<file path="src/rtl/mem_ctrl_pkg.sv">
// Shared constants for the multicycle CPU memory access sequencer:
// FSM state encodings, IorD select values and default widths.
package mem_ctrl_pkg;

  localparam int DEF_ADDRESS_WIDTH = 32;
  localparam int DEF_DATA_WIDTH    = 32;
  localparam int DEF_WAIT_STATES   = 1;
  localparam int MAX_WAIT_STATES   = 15;
  localparam int WAIT_CNT_W        = 4;

  localparam logic [1:0] ST_IDLE   = 2'd0;
  localparam logic [1:0] ST_ACCESS = 2'd1;
  localparam logic [1:0] ST_WAIT   = 2'd2;
  localparam logic [1:0] ST_DONE   = 2'd3;

  localparam logic IORD_INSTR = 1'b0;
  localparam logic IORD_DATA  = 1'b1;

  // Word accesses require the two low address bits to be clear.
  function automatic logic addrMisaligned(input logic [1:0] lowBits);
    return lowBits != 2'b00;
  endfunction

endpackage

</file>
<file path="src/rtl/mem_wait_counter.sv">
// Loadable down-counter used to time memory wait states; zero flag
// tells the sequencer the final wait cycle has arrived.
module mem_wait_counter
  import mem_ctrl_pkg::*;
#(
  parameter int WIDTH = WAIT_CNT_W
) (
  input  logic             Clk,
  input  logic             Reset_n,
  input  logic             load,
  input  logic [WIDTH-1:0] loadVal,
  input  logic             dec,
  output logic             zero
);

  logic [WIDTH-1:0] count;

  always_ff @(posedge Clk or negedge Reset_n) begin
    if (!Reset_n) begin
      count <= '0;
    end else if (load) begin
      count <= loadVal;
    end else if (dec && (count != '0)) begin
      count <= count - WIDTH'(1);
    end
  end

  assign zero = (count == '0);

endmodule

</file>
<file path="src/rtl/mem_access_ctrl.sv">
// Memory access sequencer between the control unit and the unified memory.
// Optional alignment fault detection is enabled by MEM_ACCESS_ALIGN_CHECK_EN.
module mem_access_ctrl
  import mem_ctrl_pkg::*;
#(
  parameter int ADDRESS_WIDTH = DEF_ADDRESS_WIDTH,
  parameter int DATA_WIDTH    = DEF_DATA_WIDTH,
  parameter int WAIT_STATES   = DEF_WAIT_STATES
) (
  input  logic                     Clk,
  input  logic                     Reset_n,
  input  logic                     ReqValid,
  output logic                     ReqReady,
  input  logic                     ReqIorD,
  input  logic                     ReqWrite,
  input  logic [ADDRESS_WIDTH-1:0] PC,
  input  logic [ADDRESS_WIDTH-1:0] ALUOut,
  input  logic [DATA_WIDTH-1:0]    StoreData,
  output logic [ADDRESS_WIDTH-1:0] Address,
  output logic                     IorD,
  output logic                     MemWrite,
  output logic [DATA_WIDTH-1:0]    WriteData,
  input  logic [DATA_WIDTH-1:0]    MemData,
  output logic [DATA_WIDTH-1:0]    IR,
  output logic [DATA_WIDTH-1:0]    MDR,
  output logic                     Done,
  output logic                     Busy,
  output logic                     Misaligned
);

  localparam logic [WAIT_CNT_W-1:0] WAIT_LOAD =
    (WAIT_STATES > 0) ? WAIT_CNT_W'(WAIT_STATES - 1) : '0;

  logic [1:0]               state;
  logic [1:0]               stateNext;
  logic                     reqWriteQ;
  logic                     accept;
  logic                     misSel;
  logic                     capture;
  logic                     cntLoad;
  logic                     cntDec;
  logic                     cntZero;
  logic [ADDRESS_WIDTH-1:0] selAddr;

  assign ReqReady = (state == ST_IDLE) || (state == ST_DONE);
  assign Busy     = (state != ST_IDLE);
  assign Done     = (state == ST_DONE);
  assign accept   = ReqValid && ReqReady;
  assign selAddr  = (ReqIorD == IORD_DATA) ? ALUOut : PC;

  // Fetches flagged as writes follow the write timeline but never strobe memory.
  assign MemWrite = (state == ST_ACCESS) && reqWriteQ && (IorD == IORD_DATA);

  assign capture = ((state == ST_ACCESS) && !reqWriteQ && (WAIT_STATES == 0)) ||
                   ((state == ST_WAIT) && cntZero);

  assign cntLoad = (state == ST_ACCESS) && !reqWriteQ;
  assign cntDec  = (state == ST_WAIT);

  mem_wait_counter #(
    .WIDTH(WAIT_CNT_W)
  ) uWaitCounter (
    .Clk    (Clk),
    .Reset_n(Reset_n),
    .load   (cntLoad),
    .loadVal(WAIT_LOAD),
    .dec    (cntDec),
    .zero   (cntZero)
  );

`ifdef MEM_ACCESS_ALIGN_CHECK_EN
  logic misFlag;

  assign misSel = addrMisaligned(selAddr[1:0]);

  always_ff @(posedge Clk or negedge Reset_n) begin
    if (!Reset_n) begin
      misFlag <= 1'b0;
    end else if (accept) begin
      misFlag <= misSel;
    end
  end

  assign Misaligned = (state == ST_DONE) && misFlag;
`else
  assign misSel     = 1'b0;
  assign Misaligned = 1'b0;
`endif

  always_comb begin
    stateNext = state;
    case (state)
      ST_IDLE: begin
        if (accept) stateNext = misSel ? ST_DONE : ST_ACCESS;
      end
      ST_ACCESS: begin
        if (reqWriteQ || (WAIT_STATES == 0)) stateNext = ST_DONE;
        else                                 stateNext = ST_WAIT;
      end
      ST_WAIT: begin
        if (cntZero) stateNext = ST_DONE;
      end
      default: begin
        // DONE: a request accepted here starts the next access with no bubble.
        if (accept) stateNext = misSel ? ST_DONE : ST_ACCESS;
        else        stateNext = ST_IDLE;
      end
    endcase
  end

  always_ff @(posedge Clk or negedge Reset_n) begin
    if (!Reset_n) begin
      state     <= ST_IDLE;
      Address   <= '0;
      IorD      <= IORD_INSTR;
      WriteData <= '0;
      reqWriteQ <= 1'b0;
      IR        <= '0;
      MDR       <= '0;
    end else begin
      state <= stateNext;
      if (accept) begin
        Address   <= selAddr;
        IorD      <= ReqIorD;
        WriteData <= StoreData;
        reqWriteQ <= ReqWrite;
      end
      if (capture) begin
        if (IorD == IORD_INSTR) IR  <= MemData;
        else                    MDR <= MemData;
      end
    end
  end

endmodule

</file>
<file path="config.mk">
export PLATFORM = sky130hd
export DESIGN_NAME = mem_access_ctrl
export DESIGN_NICKNAME = d
export VERILOG_FILES = /design/src/rtl/mem_ctrl_pkg.sv /design/src/rtl/mem_wait_counter.sv /design/src/rtl/mem_access_ctrl.sv
export SDC_FILE = /design/constraint.sdc
export NUM_CORES = 1
export LEC_CHECK = 0
export CAP_MARGIN = 0
export CORE_MARGIN = 2
export CORE_UTILIZATION = 41
export CTS_CLUSTER_SIZE = 28
export DETAILED_ROUTE_END_ITERATION = 8
export GPL_TIMING_DRIVEN = 0
export PLACE_DENSITY = 0.87
export SYNTH_ARGS = -nofsm -noshare
export SYNTH_HDL_FRONTEND = slang
export SYNTH_SLANG_ARGS = --single-unit
</file>
<file path="constraint.sdc">
create_clock -name Clk -period 2.2 [get_ports Clk]
set_clock_uncertainty 0.05 [all_clocks]
set_input_delay 0.44 -clock Clk [delete_from_list [all_inputs] [get_ports Clk]]
set_output_delay 0.44 -clock Clk [all_outputs]
set_load 0.01 [all_outputs]
</file>
==> impl_metrics.py <==
metrics = {
    "sta": {
        "rsz0062_at_grt": "true",
        "min_period_ns": 2.15,
        "hold_viol": 0,
        "tightest_slew_ns": 0.616,
        "drv_slew": 0,
        "fmax_ghz": 0.464,
        "relSlewSlack": 0.589,
        "finalSetupViolations": 0,
        "fin_crit_sh": 0.979,
    },
    "place": {
        "numPortBuffers": 264,
        "dp_hpwl_um": 11100,
        "gp_congestion": 0.787,
        "placed_cells": 835,
    },
    "drt": {
        "drtIter0Drc": 141,
        "wl_per_cell_um": 16.8,
        "via_count": 4255,
        "drtAntennaViolNets": 0,
        "first_pass_iters": 4,
        "drc": 0,
        "finalWirelength_um": 14600,
        "viasPerCell": 4.88,
    },
    "synth": {
        "yosysUniqueCellTypes": 27,
        "ys_seq_elements": 136,
        "ys_warn_count": 0,
        "synthCells": 394,
        "avgSynthCellArea_um2": 14.0,
        "synth_top_flop_cell": "dfrtp_1",
        "synth_top_cell_by_area": "dfrtp_1",
        "synth_edf_count": 0,
        "synth_most_common_cell": "dfrtp_1",
        "synth_fp_nets": 533,
        "yosys-top-cells-area": "dfrtp_1, mux2_2, mux2i_1",
        "ys_top_cells_by_count": "dfrtp_1, mux2_2, mux2i_1, nand2_1, o21ai_0",
        "netlist_area_um2": 5530,
        "postSynth.asyncResetShare": 1.00,
        "synth_top_area_frac": 0.616,
        "ys_seq_area_frac": 0.616,
    },
    "clocking": {
        "cts_buffers": 17,
        "insertion_delay_ns": 0.41,
        "cts_buffer_depth": 2,
        "htreeDepth": 4,
        "cts.clk_slew.worst_paths_ns": 0.06,
        "cts_root_buf": "clkbuf_16",
        "cts_tree": "built",
        "numClockSinks": 136,
    },
    "pwr": {
        "pwr_density_cell_nw_per_um2": 1470,
        "p_leak_nw": 3.91,
        "irDropWorstVdd_v": 0.000643,
    },
    "hold_path": {
        "hold_class": "flop to flop",
    },
    "setup_path": {
        "arrival_ns": 2.39,
        "start_kind": "flop",
        "crit_fanout": 10,
        "endpoint_kind": "flop",
        "cp_data_required_time_ns": 2.44,
        "crit_type": "flop to flop",
    },
    "run": {
        "drv_cap": 0,
    },
    "die": {
        "die-width_um": 120,
        "rows": 42,
        "fp.dieArea_um2": 14400,
        "coreArea_um2": 13200,
        "num_io_pins": 267,
        "start_util": 0.419,
        "die_h_um": 120,
    },
    "status": {
        "status": "completed",
    },
    "grt": {
        "grt.met3_usage": 0.0722,
        "antenna_found_initial": 0,
        "grt_pass1_vias": 4547,
        "grt.total_usage": 0.207,
        "grtUsageMet2": 0.369,
        "grt_pass1_wl_um": 23000,
        "overflow": 0,
        "grt_busiest_layer": "met2",
        "grt_max_degree": 73,
        "met1_usage": 0.226,
    },
    "layout": {
        "nNetsFinal": 822,
        "area_delta_synth_final_pct": 64.0,
        "diodes": 0,
        "drive_above_1_share": 0.221,
        "fin_util": 0.688,
        "finalNonFillerCells": 872,
    },
}
-- metal layers --
layer,part of all wire,wire [µm],vias to the layer above
met1,0.38,5510,2098
met4,0.018,260,0
li1,-,-,1952
met5,0,0,-
met3,0.083,1210,21
met2,0.52,7650,184
-- final timing paths --
check	startpoint	cells after the start	slack, ns	endpoint
max	uWaitCounter.count[0]	8	0.05	IR[18]
min	Address[24]	2	0.43	Address[24]
max reg2reg	uWaitCounter.count[0]	8	0.05	IR[18]
min reg2reg	Address[24]	2	0.43	Address[24]
max in group asynchronous	Reset_n	3	0.78	IR[23]
min in group asynchronous	Reset_n	2	0.56	IR[6]
-- worst max-delay path: stages (launching register included) --
cell	delay (ns)
dfrtp_1	0.40
inv_2	0.08
ha_2	0.18
or3b_1	0.36
buf_6	0.15
nor3_4	0.19
buf_6	0.15
buf_8	0.14
mux2_2	0.34
-- kinds of logic (layout without fill, tap and decap cells) --
kind of cell               after synthesis  after routing  share of synthesized area
DFF                                    136            136                      0.616
muxes                                  133            133                      0.263
and+or+nand+nor                         46             46                     0.0389
AOI/OAI and AO/OA                       41             41                     0.0403
buffers and inverters                   31            333                     0.0278
adders and majority gates                6              6                     0.0136
other                                    1              1                   0.000678
-- cells in the final DEF, fill, tap and decap left out, drive strengths merged --
cell type | netlist | final
a2111oi | 1 | 1
a21oi | 3 | 3
nand2 | 33 | 33
o41ai | 1 | 1
dfrtp | 136 | 136
conb | 1 | 1
o21ai | 33 | 33
nand2b | 4 | 4
o211ai | 1 | 1
clkdlybuf4s50 | 0 | 260
a311oi | 1 | 1
buf | 13 | 21
and3 | 1 | 1
or3b | 1 | 1
nor2b | 1 | 1
clkinv | 0 | 2
clkinvlp | 0 | 3
mux2 | 99 | 99
dlygate4sd3 | 0 | 1
bufinv | 0 | 2
a2bb2oi | 1 | 1
inv | 7 | 7
ha | 6 | 6
or3 | 1 | 1
dlygate4sd2 | 0 | 3
nand3 | 3 | 3
nor3b | 1 | 1
clkbuf | 11 | 34
nor3 | 1 | 1
mux2i | 34 | 34
-- registers in the layout, indices dropped and copies added (netlist names) --
signal and cells:
reqWriteQ 1, uWaitCounter.count 4, WriteData 32, IR 32, MDR 32, IorD 1, state 2, Address 32
-- where the power goes --
group / internal, mW / switching (mW)
sequential: 3.77 / 0.688
clock: 1.75 / 1.01
combinational: 3.70 / 2.46
total: 9.22 / 4.15
-- area by class of cell --
cell class | instances | area [µm²]
Fill cell | 932 | 4120
Sequential cell | 136 | 3400
Timing Repair Buffer | 272 | 2730
Multi-Input combinational cell | 227 | 1980
Clock buffer | 25 | 485
Tap cell | 176 | 220
Buffer | 22 | 136
Clock inverter | 7 | 92.6
Inverter | 7 | 26.3
-- metrics by stage --
stage               setup WS [ns]  TNS, ns  area, µm²  hold slack (ns)  total power [mW]
detailed placement         -0.303   -10.66       8420            0.420              10.7
CTS                       0.00561        0       9010            0.432              13.5
global placement            -4.44  -610.52       8390            0.412              10.4
finish                     0.0452        0       9070            0.428              13.4
floorplan                   0.229        0       5530           0.0944              7.15
global route              -0.0125  -0.0187       9070            0.451              14.1
-- repair_timing --
action,in CTS,in global routing
buffers inserted,1,4
endpoints found under the hold margin,36,0
endpoints found under the setup margin,52,41
hold buffers,1,0
cloned,0,1
resized for setup,5,14
pin swaps,0,1
Note: power is estimated with default switching activity, not from simulation.
